==> src/rtl/alu_issue_sched.sv <==
// Issue/writeback scheduler: steers decode ops to fast/mul/div units and merges completions onto one write port.
// Optional perf counters are enabled by defining ALU_SCHED_PERF_EN.
module alu_issue_sched #(
    parameter int XLEN = 64
) (
    input  logic            clk,
    input  logic            rst_n,
    input  logic            issue_vld,
    output logic            issue_rdy,
    input  logic [1:0]      issue_cls,
    input  logic [4:0]      issue_dst,
    output logic            fast_req,
    output logic            mul_req,
    output logic            div_req,
    input  logic            fast_vld,
    input  logic [XLEN-1:0] fast_res,
    input  logic            mul_done,
    input  logic            div_done,
    input  logic [XLEN-1:0] mul_res,
    input  logic [XLEN-1:0] div_res,
    output logic            wb_vld,
    output logic [4:0]      wb_addr,
    output logic [XLEN-1:0] wb_data,
    output logic            busy_vld,
    output logic [4:0]      busy_dst
`ifdef ALU_SCHED_PERF_EN
    ,
    output logic [31:0]     perf_stall_cnt,
    output logic [31:0]     perf_coll_cnt
`endif
);

    typedef enum logic [1:0] {
        IDLE     = 2'd0,
        MUL_BUSY = 2'd1,
        DIV_BUSY = 2'd2
    } state_t;

    state_t            state_reg;
    logic [4:0]        busy_dst_reg;
    logic [4:0]        fast_dst_reg;
    logic              hold_vld_reg;
    logic [4:0]        hold_addr_reg;
    logic [XLEN-1:0]   hold_data_reg;

    logic              accept;
    logic              long_done;
    logic [XLEN-1:0]   long_res;
    logic              hold_capture;

    assign busy_vld = (state_reg != IDLE);
    assign busy_dst = busy_dst_reg;

    // Fast ops only stall on a WAW hazard against the outstanding long op; x0 never conflicts.
    always_comb begin
        issue_rdy = 1'b0;
        if (rst_n && !hold_vld_reg) begin
            case (issue_cls)
                2'b00:   issue_rdy = !(busy_vld && (issue_dst == busy_dst_reg) && (issue_dst != 5'd0));
                2'b01,
                2'b10:   issue_rdy = (state_reg == IDLE);
                default: issue_rdy = 1'b0;
            endcase
        end
    end

    assign accept   = issue_vld && issue_rdy;
    assign fast_req = accept && (issue_cls == 2'b00);
    assign mul_req  = accept && (issue_cls == 2'b01);
    assign div_req  = accept && (issue_cls == 2'b10);

    // Done pulses are only honoured from the unit that actually owns the outstanding op.
    always_comb begin
        long_done = 1'b0;
        long_res  = '0;
        if (state_reg == MUL_BUSY && mul_done) begin
            long_done = 1'b1;
            long_res  = mul_res;
        end else if (state_reg == DIV_BUSY && div_done) begin
            long_done = 1'b1;
            long_res  = div_res;
        end
    end

    assign hold_capture = rst_n && long_done && fast_vld;

    always_comb begin
        wb_vld  = 1'b0;
        wb_addr = 5'd0;
        wb_data = '0;
        if (rst_n) begin
            if (long_done) begin
                wb_vld  = 1'b1;
                wb_addr = busy_dst_reg;
                wb_data = long_res;
            end else if (fast_vld) begin
                wb_vld  = 1'b1;
                wb_addr = fast_dst_reg;
                wb_data = fast_res;
            end else if (hold_vld_reg) begin
                wb_vld  = 1'b1;
                wb_addr = hold_addr_reg;
                wb_data = hold_data_reg;
            end
        end
    end

    always_ff @(posedge clk) begin
        if (!rst_n) begin
            state_reg     <= IDLE;
            busy_dst_reg  <= 5'd0;
            fast_dst_reg  <= 5'd0;
            hold_vld_reg  <= 1'b0;
            hold_addr_reg <= 5'd0;
            hold_data_reg <= '0;
        end else begin
            case (state_reg)
                IDLE: begin
                    if (mul_req) begin
                        state_reg    <= MUL_BUSY;
                        busy_dst_reg <= issue_dst;
                    end else if (div_req) begin
                        state_reg    <= DIV_BUSY;
                        busy_dst_reg <= issue_dst;
                    end
                end
                MUL_BUSY: if (mul_done) state_reg <= IDLE;
                DIV_BUSY: if (div_done) state_reg <= IDLE;
                default:  state_reg <= IDLE;
            endcase

            if (fast_req)
                fast_dst_reg <= issue_dst;

            // Capture uses the current fast_dst before a same-cycle fast issue overwrites it.
            if (hold_capture) begin
                hold_vld_reg  <= 1'b1;
                hold_addr_reg <= fast_dst_reg;
                hold_data_reg <= fast_res;
            end else if (hold_vld_reg && !long_done && !fast_vld) begin
                hold_vld_reg  <= 1'b0;
            end
        end
    end

`ifdef ALU_SCHED_PERF_EN
    always_ff @(posedge clk) begin
        if (!rst_n) begin
            perf_stall_cnt <= 32'd0;
            perf_coll_cnt  <= 32'd0;
        end else begin
            if (issue_vld && !issue_rdy)
                perf_stall_cnt <= perf_stall_cnt + 32'd1;
            if (hold_capture)
                perf_coll_cnt  <= perf_coll_cnt + 32'd1;
        end
    end
`endif

endmodule

==> config.mk <==
export PLATFORM = sky130hd
export DESIGN_NAME = alu_issue_sched
export DESIGN_NICKNAME = d
export VERILOG_FILES = /design/src/rtl/alu_issue_sched.sv
export SDC_FILE = /design/constraint.sdc
export NUM_CORES = 1
export LEC_CHECK = 0
export BUFFER_PORTS_ARGS = -buffer_cell sky130_fd_sc_hd__buf_2
export CAP_MARGIN = 20
export CORE_MARGIN = 8
export CORE_UTILIZATION = 40
export DETAILED_ROUTE_END_ITERATION = 8
export HOLD_SLACK_MARGIN = 0.1
export PLACE_DENSITY = 0.76
export SYNTH_ARGS = -nofsm -noshare
export SYNTH_HDL_FRONTEND = slang
export SYNTH_SLANG_ARGS = --single-unit
==> constraint.sdc <==
create_clock -name clk -period 2.6 [get_ports clk]
set_clock_uncertainty 0.2 [all_clocks]
set_input_delay 0.39 -clock clk [delete_from_list [all_inputs] [get_ports clk]]
set_output_delay 0.39 -clock clk [all_outputs]
set_load 0.02 [all_outputs]
==> impl_metrics.xml <==
<?xml version="1.0" encoding="UTF-8"?>
<metrics>
  <group name="run_status">
    <metric name="outcome" unit="">finished with violations</metric>
    <metric name="violations" unit="">setup timing</metric>
  </group>
  <group name="synth">
    <metric name="ys_types" unit="">42</metric>
    <metric name="synth_simple_gate_area_share" unit="">0.220</metric>
    <metric name="yosys_register_bits" unit="">82</metric>
    <metric name="muxShareOfSynthArea" unit="">0.134</metric>
    <metric name="netlist.top_cell.by_area" unit="">sky130_fd_sc_hd__dfxtp_1</metric>
    <metric name="synth_xor_xnor_area_share" unit="">0.00633</metric>
    <metric name="syn-num-nets" unit="">927</metric>
    <metric name="synth_compound_gate_area_share" unit="">0.263</metric>
    <metric name="syn_avg_cell_area" unit="sq um">7.71</metric>
    <metric name="largest_family_of_logic_cells_by_synthesized_area" unit="">compound AO/OA/AOI/OAI gates</metric>
    <metric name="synth-seq-area-share" unit="">0.297</metric>
    <metric name="synthAdderAreaFrac" unit="">0.00905</metric>
    <metric name="synthTopCellsByArea" unit="">sky130_fd_sc_hd__dfxtp_1 30%, sky130_fd_sc_hd__a211oi_1 18%, sky130_fd_sc_hd__mux2i_1 13%</metric>
    <metric name="count_of_flip_flops_with_a_built_in_enable_after_synthesis" unit="">0</metric>
    <metric name="synthArstFlopShare" unit="">0</metric>
    <metric name="yosysWarnings" unit="">0</metric>
    <metric name="netlist.area_leader.share" unit="">0.297</metric>
    <metric name="ys.flop_type" unit="">sky130_fd_sc_hd__dfxtp_1</metric>
    <metric name="syn-cell-area" unit="sq um">5530</metric>
    <metric name="synthesis.instances" unit="">718</metric>
  </group>
  <group name="sta">
    <metric name="achievable-frequency" unit="GHz">0.374</metric>
    <metric name="finalSetupViolCount" unit="">62</metric>
    <metric name="unrepaired_setup_endpoints_after_global_routing" unit="">yes</metric>
    <metric name="timing.final.crit_period" unit="ns">2.68</metric>
    <metric name="totalNegativeSetupSlack" unit="ns">-3.00</metric>
    <metric name="layout_worst_path_cycle_share" unit="">1.03</metric>
    <metric name="slew_headroom" unit="">0.670</metric>
    <metric name="hold_viol_final" unit="">0</metric>
    <metric name="maxSlewViolCount" unit="">0</metric>
    <metric name="fin_hold_ws" unit="ns">0.110</metric>
    <metric name="worst_slack" unit="ns">-0.0755</metric>
    <metric name="worst_pin_slew" unit="ns">0.493</metric>
  </group>
  <group name="critical_path">
    <metric name="worst_setup_path_start_kind" unit="">flip-flop</metric>
    <metric name="critical_path_arrival" unit="ns">2.09</metric>
    <metric name="cpLargestDelayFamily" unit="">buffers and inverters</metric>
    <metric name="path_class" unit="">flip-flop to output port</metric>
    <metric name="total_buffers_and_inverters_traversed_by_the_critical_path" unit="">3</metric>
    <metric name="worst_path_max_delay_cell" unit="">sky130_fd_sc_hd__dfxtp_4</metric>
    <metric name="crit_required" unit="ns">2.01</metric>
    <metric name="timing.critical_path.fanout_max" unit="">28</metric>
    <metric name="worst_path_cell_trace" unit="">and3b_1, or2_4, o31ai_4, buf_6, buf_12, a211oi_2, buf_4</metric>
    <metric name="endpoint_kind" unit="">output port</metric>
    <metric name="worst_r2r_startpoint" unit="">state_reg[0]</metric>
    <metric name="crit_path_start" unit="">state_reg[1]</metric>
    <metric name="cp_slowest_stage_delay" unit="ns">0.36</metric>
  </group>
  <group name="clock_network">
    <metric name="cts_sinks" unit="">82</metric>
    <metric name="insertion_delay" unit="ns">0.34</metric>
    <metric name="ctsHtreeMaxLevel" unit="">3</metric>
    <metric name="tritoncts" unit="">yes</metric>
    <metric name="clk_root_buffer_cell" unit="">sky130_fd_sc_hd__clkbuf_16</metric>
    <metric name="cts-buffers-inserted" unit="">9</metric>
    <metric name="clk_transition_reported_paths" unit="ns">0.06</metric>
    <metric name="buffer_levels_on_the_longest_clock_path" unit="">2</metric>
  </group>
  <group name="routing">
    <metric name="drt-met1-wl" unit="mm">8.56</metric>
    <metric name="drt_first_pass_iters" unit="">4</metric>
    <metric name="routed-wl-met3" unit="mm">1.45</metric>
    <metric name="detailroute.via_count" unit="">6486</metric>
    <metric name="drc" unit="">0</metric>
    <metric name="top_layer" unit="">met5</metric>
    <metric name="routed_via_density" unit="">5.39</metric>
    <metric name="dr_wl_met2" unit="mm">10.6</metric>
    <metric name="initialDrtViolationCount" unit="">342</metric>
    <metric name="route.final.wire_length" unit="mm">21.1</metric>
    <metric name="final_antenna_net_count" unit="">0</metric>
    <metric name="wl_per_cell" unit="um">17.6</metric>
  </group>
  <group name="pwr">
    <metric name="total_power" unit="uW">3350</metric>
    <metric name="p_per_area" unit="nW/um^2">399</metric>
    <metric name="leakage" unit="uW">0.00393</metric>
    <metric name="ir_worst_vdd" unit="mV">0.255</metric>
  </group>
  <group name="finish">
    <metric name="fin_nets" unit="">1227</metric>
    <metric name="most_used_cells_in_the_layout_excluding_fill_and_tap_cells" unit="">254 x sky130_fd_sc_hd__buf_2, 150 x sky130_fd_sc_hd__nand2_1, 94 x sky130_fd_sc_hd__a211oi_1</metric>
    <metric name="layout.cells.most_common" unit="">sky130_fd_sc_hd__buf_2</metric>
    <metric name="syn_to_final_growth" unit="%">51.6</metric>
    <metric name="largest_reg_flops" unit="">64</metric>
    <metric name="drive_gt1_frac" unit="">0.382</metric>
  </group>
  <group name="die">
    <metric name="initial_core_util" unit="">0.403</metric>
    <metric name="pin_count" unit="">285</metric>
    <metric name="die_area" unit="sq um">17900</metric>
    <metric name="core_area" unit="sq um">13700</metric>
    <metric name="chipWidth" unit="um">134</metric>
    <metric name="rows" unit="">43</metric>
    <metric name="dieHeight" unit="um">134</metric>
  </group>
  <group name="grt">
    <metric name="grt_first_pass_wirelength" unit="mm">31.3</metric>
    <metric name="antenna_found_initial" unit="">3</metric>
    <metric name="number_of_global_route_vias_before_repair" unit="">6207</metric>
    <metric name="grt.total_usage" unit="">0.211</metric>
    <metric name="grt-ovfl-total" unit="">0</metric>
    <metric name="grt_max_degree" unit="">82</metric>
  </group>
  <group name="placement">
    <metric name="dp_hpwl" unit="mm">13.8</metric>
    <metric name="port_buffers" unit="">284</metric>
    <metric name="gp_congestion" unit="">0.824</metric>
  </group>
  <group name="min_path">
    <metric name="timing.hold.worst.start" unit="">fast_res[47]</metric>
    <metric name="hold_path_class" unit="">primary input to flip-flop</metric>
  </group>
  <group name="job">
    <metric name="timing.max_cap.violations" unit="">0</metric>
  </group>
</metrics>
[layout make-up]
| cell class | instances | area [sq um] |
|---|---|---|
| Antenna cell | 2 | 5.00 |
| Inverter | 13 | 48.8 |
| Fill cell | 1203 | 5330 |
| Sequential cell | 82 | 1650 |
| Tap cell | 180 | 225 |
| Clock buffer | 13 | 260 |
| Timing Repair Buffer | 361 | 2420 |
| Clock inverter | 2 | 60.1 |
| Multi-Input combinational cell | 551 | 3720 |
[worst paths after layout]
| path | slack, ns | depth (start not counted) | end |
|---|---|---|---|
| setup / recovery | -0.08 | 7 | wb_data[38] |
| setup reg to reg | 0.61 | 7 | hold_data_reg[31] |
| hold / removal | 0.11 | 3 | hold_data_reg[47] |
| hold reg to reg | 0.25 | 2 | hold_data_reg[49] |
[worst min-delay path, delay by kind of cell]
family,cells,cell delay [ns]
buffers and inverters,1,0.11
AOI/OAI and AO/OA,1,0.05
and+or+nand+nor,1,0.05
[Yosys cell counts, types with 2 or more instances]
cell type                  number
sky130_fd_sc_hd__buf_6          5
sky130_fd_sc_hd__buf_4          2
sky130_fd_sc_hd__a21oi_1       66
sky130_fd_sc_hd__mux2i_1       74
sky130_fd_sc_hd__xnor2_1        4
sky130_fd_sc_hd__clkbuf_1      39
sky130_fd_sc_hd__ha_1           4
sky130_fd_sc_hd__inv_1         12
sky130_fd_sc_hd__nor3_1         5
sky130_fd_sc_hd__and3b_1        2
sky130_fd_sc_hd__nand3_1        6
sky130_fd_sc_hd__nor2b_1       64
sky130_fd_sc_hd__nor2_1        19
sky130_fd_sc_hd__dfxtp_1       82
sky130_fd_sc_hd__or4_1          2
sky130_fd_sc_hd__a211oi_1     133
sky130_fd_sc_hd__buf_2         25
sky130_fd_sc_hd__nand2_1      150
[per-layer routing]
layer | GRT usage | vias up
li1 | - | 3166
met1 | 0.243 | 3034
met2 | 0.366 | 244
met3 | 0.0565 | 40
met4 | 0.0786 | 2
met5 | 0 | -
[stage by stage]
step | instances | setup slack [ns] | cell area [sq um] | utilization
3_5_place_dp | 1135 | 0.0736 | 7150 | 0.521
4_1_cts | 1193 | -0.0511 | 8010 | 0.584
6_report | 1204 | -0.0755 | 8390 | 0.611
2_1_floorplan | 718 | 0.00726 | 5530 | -
3_3_place_gp | 1135 | 0.0851 | 7150 | 0.521
5_1_grt | 1204 | -0.146 | 8390 | 0.611
[repair_timing]
| item | 4_1_cts | 5_1_grt |
|---|---|---|
| hold endpoints to repair | 39 | 0 |
| cloned | 2 | 5 |
| setup endpoints to repair | 70 | 71 |
| pin swaps | 9 | 3 |
| setup buffers | 2 | 4 |
| hold buffers | 39 | 0 |
| resized for setup | 20 | 60 |
[where the power goes]
part / leakage [uW] / internal (uW) / switching [uW]
Combinational: 0.00311 / 333 / 358
Sequential: 0.000662 / 1260 / 7.27
Clock: 0.000156 / 890 / 498
[kinds of logic (layout without fill, tap and decap cells)]
group,after synthesis,after routing
simple gates,258,258
fa+ha+maj,4,4
buf+inv,85,389
flops,82,82
mux,74,74
other cells,0,2
compound gates,211,211
xor+xnor,4,4
Note: power is estimated with default switching activity, not from simulation.
